$ cat config.mk
export PLATFORM = sky130hd
export DESIGN_NAME = mux8_scan_ctrl
export DESIGN_NICKNAME = d
export VERILOG_FILES = /design/src/rtl/mux8_scan_ctrl.sv
export SDC_FILE = /design/constraint.sdc
export NUM_CORES = 1
export LEC_CHECK = 0
export ABC_AREA = 0
export BUFFER_PORTS_ARGS = -buffer_cell sky130_fd_sc_hd__buf_2
export CAP_MARGIN = 20
export CORE_ASPECT_RATIO = 0.9
export CORE_MARGIN = 3
export CORE_UTILIZATION = 50
export DETAILED_ROUTE_END_ITERATION = 6
export PLACE_DENSITY = 0.76
export SLEW_MARGIN = 20
export SYNTH_ARGS = -nofsm -noshare
export SYNTH_HDL_FRONTEND = slang
export SYNTH_SLANG_ARGS = --single-unit
$ cat constraint.sdc
create_clock -name clk -period 5.8 [get_ports clk]
set_input_delay 0.29 -clock clk [delete_from_list [all_inputs] [get_ports clk]]
set_output_delay 0.29 -clock clk [all_outputs]
set_load 0.005 [all_outputs]
$ cat src/rtl/mux8_scan_ctrl.sv
// mux8_scan_ctrl: scans enabled channels of an external 8:1 mux and streams captured words out with a valid/ready handshake.
module mux8_scan_ctrl #(
   parameter int width = 8
) (
   input  logic             clk,
   input  logic             rst_n,
   input  logic             start,
   input  logic             stop,
   input  logic             mode,
   input  logic [7:0]       ch_mask,
   input  logic [width-1:0] mux_data,
   input  logic             out_ready,
   output logic [2:0]       addr,
   output logic             nCS,
   output logic [width-1:0] out_data,
   output logic [2:0]       out_ch,
   output logic             out_valid,
   output logic             busy,
   output logic             done
);
   typedef enum logic [1:0] {IDLE, SEL, WAIT} state_t;
   state_t state, state_d;
   logic [2:0] addr_d, out_ch_d;
   logic [width-1:0] out_data_d;
   logic out_valid_d, done_d, mode_q, mode_q_d, stop_q, stop_q_d;
   logic [7:0] mask_q, mask_q_d;
   logic [3:0] lo_in, lo_q, nx;
   // {found, index} of the lowest set bit of m at or above s
   function automatic logic [3:0] first_from(input logic [7:0] m, input logic [3:0] s);
      logic [3:0] r;
      r = 4'd0;
      for (int i = 7; i >= 0; i--)
         if (m[i] && 4'(i) >= s) r = {1'b1, 3'(i)};
      return r;
   endfunction
   assign lo_in = first_from(ch_mask, 4'd0);
   assign lo_q  = first_from(mask_q, 4'd0);
   assign nx    = first_from(mask_q, {1'b0, addr} + 4'd1);
   always_comb begin
      state_d     = state;
      addr_d      = addr;
      out_data_d  = out_data;
      out_ch_d    = out_ch;
      out_valid_d = out_valid;
      done_d      = 1'b0;
      mask_q_d    = mask_q;
      mode_q_d    = mode_q;
      stop_q_d    = stop_q;
      case (state)
         IDLE:
            if (start && !stop) begin
               if (lo_in[3]) begin
                  mask_q_d = ch_mask;
                  mode_q_d = mode;
                  addr_d   = lo_in[2:0];
                  stop_q_d = 1'b0;
                  state_d  = SEL;
               end else
                  done_d = 1'b1;
            end
         SEL:
            if (stop)
               state_d = IDLE;
            else begin
               out_data_d  = mux_data;
               out_ch_d    = addr;
               out_valid_d = 1'b1;
               state_d     = WAIT;
            end
         WAIT:
            if (out_valid && out_ready) begin
               out_valid_d = 1'b0;
               stop_q_d    = 1'b0;
               if (stop || stop_q)
                  state_d = IDLE;
               else if (nx[3]) begin
                  addr_d  = nx[2:0];
                  state_d = SEL;
               end else if (mode_q) begin
                  addr_d  = lo_q[2:0];
                  state_d = SEL;
               end else begin
                  done_d  = 1'b1;
                  state_d = IDLE;
               end
            end else if (stop)
               stop_q_d = 1'b1;
         default: state_d = IDLE;
      endcase
   end
   always_ff @(posedge clk) begin
      if (!rst_n) begin
         state     <= IDLE;
         addr      <= 3'd0;
         nCS       <= 1'b1;
         out_data  <= '0;
         out_ch    <= 3'd0;
         out_valid <= 1'b0;
         busy      <= 1'b0;
         done      <= 1'b0;
         mask_q    <= 8'd0;
         mode_q    <= 1'b0;
         stop_q    <= 1'b0;
      end else begin
         state     <= state_d;
         addr      <= addr_d;
         nCS       <= state_d != SEL;
         out_data  <= out_data_d;
         out_ch    <= out_ch_d;
         out_valid <= out_valid_d;
         busy      <= state_d != IDLE;
         done      <= done_d;
         mask_q    <= mask_q_d;
         mode_q    <= mode_q_d;
         stop_q    <= stop_q_d;
      end
   end
endmodule

==> flow_summary_export.csv, run 1 <==
group,metric,value,unit
outcome,outcome,"finished clean",
critical_path,worstPathArrival,2.73,ns
sta,rsz0062_at_grt,"false",
critical_path,worst-r2r-setup-slack,3.31,ns
synthesis,synthesis.area,1553,um^2
worst_hold_path,min_path_cells,3,
floorplan,die_w,64.74,um
pwr,p_leak,0.7656,nW
clocking,cts_tree,"done",
run,maxCapViolCount,0,
sta,setup_tns,0,ns
sta,setup_viol,0,
sta,slew_viol_final,0,
worst_hold_path,hold_start,"mux_data[6]",
synthesis,yosysTopAreaCell,"dfxtp_1",
drt,wl_per_cell,12.85,um
grt,antenna_found_initial,0,
clocking,ctsResizeCount,0,
synthesis,ys_seq_area_frac,0.3868,
floorplan,die_area,3811,um^2
synthesis,synth_top_area_share,0.3868,
sta,finalClockSkew,0.01031,ns
synthesis,yosys_warnings,0,
synthesis,synth-seq-cells,30,
critical_path,critPathKind,"reg2reg",
floorplan,chipHeight,58.87,um
critical_path,critPathLaunch,"addr[1]",
worst_hold_path,min_to,"out_data[6]",
finish,drive_gt1_frac,0.2246,
critical_path,worstPathMaxFanout,11,
drt,dr.pass1.iters,5,
critical_path,setup.worst_path.start_class,"flop",
clocking,h-tree-depth,2,
grt,grt_pass1_wl,6009,um
critical_path,reg2reg_depth,7,
synthesis,syn_inst,196,
grt,grt_max_degree,27,
critical_path,r2r-end,"addr[0]",
drt,viasPerCell,5.406,
finish,nets,258,
sta,fin_crit,2.488,ns
grt,grt_use_total,0.2041,
synthesis,yosys-top-cells-area,"dfxtp_1 39%, nand2_1 8.0%, mux2i_1 7.7%, a21oi_1 6.4%, nor2_1 6.0%",
place,place_hpwl,2669,um
clocking,cts_setup_buffers,0,
floorplan,rows,18,
drt,wl,3546,um
clocking,postCtsHoldBufs,0,
finish,area_delta_synth_final,18.21,%
synthesis,synth_nets,219,
synthesis,async_flop_share,0,
critical_path,critical_path_required,6.05,ns
floorplan,core-area,2860,um^2
drt,drtIter0Drc,49,
critical_path,crit_path_end_kind,"flop",
pwr,power.total,0.4481,mW
synthesis,synthDistinctLibCells,43,
drt,vias,1492,
clocking,clkTransAtPathRegs,0.10,ns
clocking,cts.sinks,30,
sta,fin_crit_sh,0.4290,
drt,drc,0,
place,portBuffers,39,
grt,first_global_vias,1321,
place,gp_congestion,0.9108,
synthesis,avgSynthCellArea,7.922,um^2
drt,ant_nets,0,
synthesis,synthFlopType,"dfxtp_1",
pwr,peakVddDrop,0.1965,mV
synthesis,synth_edf_count,0,
clocking,cts_buffer_depth,2,
place,place_area,1758,um^2
sta,max_slew_margin,0.5471,
grt,overflow,0,
sta,final-hold-violation-count,0,
floorplan,boundaryPins,40,
clocking,clock_latency,0.34,ns
synthesis,synth.most_common_cell,"nand2_1",
critical_path,regToRegStartpoint,"addr[1]",
finish,design_area,1836,um^2
pwr,power_density,244.1,nW/um^2
clocking,cts-root-buf,"clkbuf_4",
floorplan,start_util,0.5429,
sta,fmax,0.4019,GHz
worst_hold_path,hold_path.class,"in2reg",
sta,worst_slew_pin_slew,0.6752,ns
synthesis,synthTopCellsByCount,"33 x nand2_1, 30 x dfxtp_1, 25 x nor2_1",
finish,antennaDiodeCount,0,
clocking,numCtsBuffers,5,
-- per-stage QoR --
step	setup WS [ns]	hold slack (ns)	utilization	instances
3_3_place_gp	3.392	0.4391	0.6146	268
2_1_floorplan	3.622	0.3519	-	196
4_1_cts	3.309	0.1762	0.6417	276
5_1_grt	3.091	0.1800	0.6417	276
3_5_place_dp	3.313	0.4440	0.6146	268
6_report	3.312	0.1767	0.6417	276
-- cell families after synthesis --
logic type,synth area share
mux,0.07736
compound gates,0.2055
fa+ha+maj,0.008057
simple gates,0.2716
flops,0.3868
xor+xnor,0.005642
buf+inv,0.04512
-- layout by cell type, fill, tap and decap left out, drive strengths merged, types with 3 or more instances in the layout --
master / instances
buf: 40
nand2: 33
dfxtp: 30
nor2: 25
a21oi: 20
mux2i: 12
o21ai: 7
nor2b: 6
nor3: 6
nor4: 5
clkbuf: 5
inv: 4
nand2b: 4
clkinv: 4
a31oi: 3
a21o: 3
-- flip-flops by register name, summed over array words and instances (netlist names), 2 cells and up --
register,cells
mask_q,8
state,2
out_ch,3
addr,3
out_data,8
-- power breakdown --
part	internal [mW]	switching [mW]
clock	0.0892	0.0748
sequential	0.213	0.00897
combinational	0.0292	0.0332
-- critical path, cell delays in order, from the launching register on --
cell and delay, ns:
dfxtp_1 0.53, ha_1 0.36, nor2_1 0.09, o21bai_1 0.19
a21o_1 0.23, or4_4 0.53, a21o_1 0.25, a311oi_1 0.20
-- how the worst max path moves through the flow --
stage | end | slack, ns | depth (start not counted)
2_1_floorplan | busy | 3.62 | 8
3_3_place_gp | addr[0] | 3.39 | 7
3_5_place_dp | addr[0] | 3.31 | 7
4_1_cts | addr[0] | 3.31 | 7
5_1_grt | addr[0] | 3.09 | 7
6_report | addr[0] | 3.31 | 7
-- routing by layer --
| layer | vias to the layer above | GRT usage | share of wire |
|---|---|---|---|
| met5 | - | 0 | 0 |
| met4 | 0 | 0.08133 | 0.013 |
| met3 | 6 | 0.05344 | 0.078 |
| met2 | 53 | 0.3047 | 0.45 |
| met1 | 663 | 0.2813 | 0.46 |
| li1 | 770 | - | - |
-- final cells by class --
type / instances / area (um^2)
multi-input cells: 152 / 882.1
clock buffers: 5 / 37.54
well taps: 40 / 50.05
fillers: 280 / 1025
inverters: 6 / 22.52
clock inverters: 3 / 40.04
repair buffers: 40 / 202.7
flip-flops and latches: 30 / 600.6
No activity file was read; power rests on OpenSTA's default activity.
==> run 2: changes to the inputs <==
clock period = 2.49 ns   (was 5.8 ns; I/O delays follow)
==> run 2 against run 1 <==
- total power increased by 120%
- clock skew decreased by 0.0030 ns
- core utilization unchanged
- sequential cell count unchanged
- critical path depth decreased by 1
- cell count increased by 0.72%
- count of clock-buffer cells in the layout increased by 2
- via count increased by 3.1%
- wire length increased by 8.5%
- combinational power increased by 150%
- register-to-register slack got worse by 3.1 ns
- global-route usage increased by 0.80 points
- largest power group unchanged
==> flow_summary_export.csv, run 2 (synthesis gave the netlist of run 1 again) <==
group,metric,value,unit
place,place_hpwl,2812,um
critical_path,critPathKind,"reg2reg",
sta,setup_tns,0,ns
sta,fmax,0.4394,GHz
sta,fin_crit_sh,0.9139,
finish,fillCellCount,262,
outcome,outcome,"finished clean",
drt,drtIter0Drc,111,
pwr,peakVddDrop,0.3835,mV
critical_path,cp.buffers_inverters,0,
drt,vias,1538,
floorplan,die_w,64.74,um
pwr,power_density,528.9,nW/um^2
worst_hold_path,min_path_cells,3,
finish,antennaDiodeCount,0,
place,place_area,1773,um^2
grt,grt_max_degree,27,
sta,slew_viol_final,0,
floorplan,chipHeight,58.87,um
critical_path,crit_cells,6,
critical_path,crit_family,"compound AO/OA/AOI/OAI gates",
sta,rsz0062_at_grt,"false",
finish,nets,260,
clocking,cts_tree,"done",
finish,drive_gt1_frac,0.2311,
critical_path,crit_path_frequent_cell,"a21o_1",
sta,fin_crit,2.276,ns
critical_path,worstPathMaxFanout,14,
critical_path,max_stage_delay,0.65,ns
sta,finalClockSkew,0.007274,ns
grt,grt_use_total,0.2121,
critical_path,setup.worst_path.start_class,"flop",
grt,first_global_vias,1310,
clocking,ctsResizeCount,0,
critical_path,critical_path_required,2.75,ns
worst_hold_path,hold_path.class,"in2reg",
grt,antenna_found_initial,0,
clocking,h-tree-depth,2,
clocking,clock_latency,0.34,ns
clocking,cts-root-buf,"clkbuf_4",
critical_path,worst-r2r-setup-slack,0.21,ns
critical_path,reg2reg_depth,6,
floorplan,start_util,0.5429,
sta,holdWs,0.01227,ns
sta,final-hold-violation-count,0,
drt,drc,0,
place,gp_congestion,0.8720,
grt,overflow,0,
floorplan,core-area,2860,um^2
finish,final_cell_mix,"39 x buf_2, 33 x nand2_1, 30 x dfxtp_1",
finish,area_delta_synth_final,18.21,%
critical_path,slowest_stage,"dfxtp_1",
drt,wl,3846,um
floorplan,die_area,3811,um^2
sta,worst_slew_pin_slew,0.6938,ns
clocking,postCtsHoldBufs,0,
clocking,numCtsBuffers,5,
finish,final_common_cell,"buf_2",
clocking,cts.sinks,30,
run,maxCapViolCount,0,
floorplan,boundaryPins,40,
critical_path,crit_path_end_kind,"flop",
critical_path,path_cells,"nor2_1 -> o21bai_1 -> a21o_1 -> or4_4 -> a21o_1 -> a311oi_1",
sta,max_slew_margin,0.5354,
drt,ant_nets,0,
critical_path,worstPathArrival,2.54,ns
grt,grt_pass1_wl,6134,um
pwr,p_leak,0.7666,nW
finish,design_area,1836,um^2
finish,reg.largest.list,"mask_q: 8 flops, out_data: 8 flops",
sta,setup_viol,0,
floorplan,rows,18,
clocking,clkTransAtPathRegs,0.09,ns
drt,dr.pass1.iters,4,
drt,viasPerCell,5.532,
clocking,cts_buffer_depth,2,
drt,wl_per_cell,13.83,um
place,portBuffers,39,
clocking,cts_setup_buffers,0,
==> run 2: worst register-to-register path, cell delays in order (launching register included) <==
cell      delay, ns
dfxtp_1        0.65
nor2_1         0.14
o21bai_1       0.20
a21o_1         0.22
or4_4          0.53
a21o_1         0.25
a311oi_1       0.20
==> run 2: final cells by class <==
type | count | area (um^2) | share of cell area
flip-flops and latches | 30 | 600.6 | 0.3272
clock buffers | 7 | 55.05 | 0.02999
inverters | 6 | 22.52 | 0.01227
repair buffers | 42 | 217.7 | 0.1186
well taps | 40 | 50.05 | 0.02727
clock inverters | 1 | 5.005 | 0.002727
multi-input cells | 152 | 884.6 | 0.4819
==> run 2: report_power, final <==
part           internal, mW  switching, mW  leakage, nW
combinational        0.0703         0.0823        0.488
clock                 0.137          0.168       0.0353
sequential            0.496         0.0179        0.244
total                 0.702          0.269        0.767
==> run 2: metal layers <==
metal | up-vias | track usage | part of all wire
met1 | 705 | 0.2987 | 0.49
met2 | 50 | 0.2915 | 0.43
met5 | - | 0 | 0
met4 | 0 | 0.1205 | 0.021
met3 | 9 | 0.05534 | 0.053
li1 | 774 | - | -
==> run 2: per-stage QoR <==
| step | instances | power, mW | setup slack [ns] | utilization |
|---|---|---|---|---|
| CTS | 278 | 0.9730 | 0.2128 | 0.6409 |
| global route | 278 | 1.017 | 0.05162 | 0.6417 |
| finish | 278 | 0.9709 | 0.2144 | 0.6417 |
| global placement | 270 | 0.6739 | 0.2520 | 0.6199 |
| floorplan | 196 | 0.6201 | 0.3119 | - |
| detailed placement | 270 | 0.6756 | 0.2479 | 0.6199 |
==> run 2: worst paths after layout <==
kind               startpoint           to
hold reg to reg   out_data[4]  out_data[4]
setup reg to reg      addr[2]      addr[0]
setup / recovery      addr[2]      addr[0]
hold / removal    mux_data[4]  out_data[4]
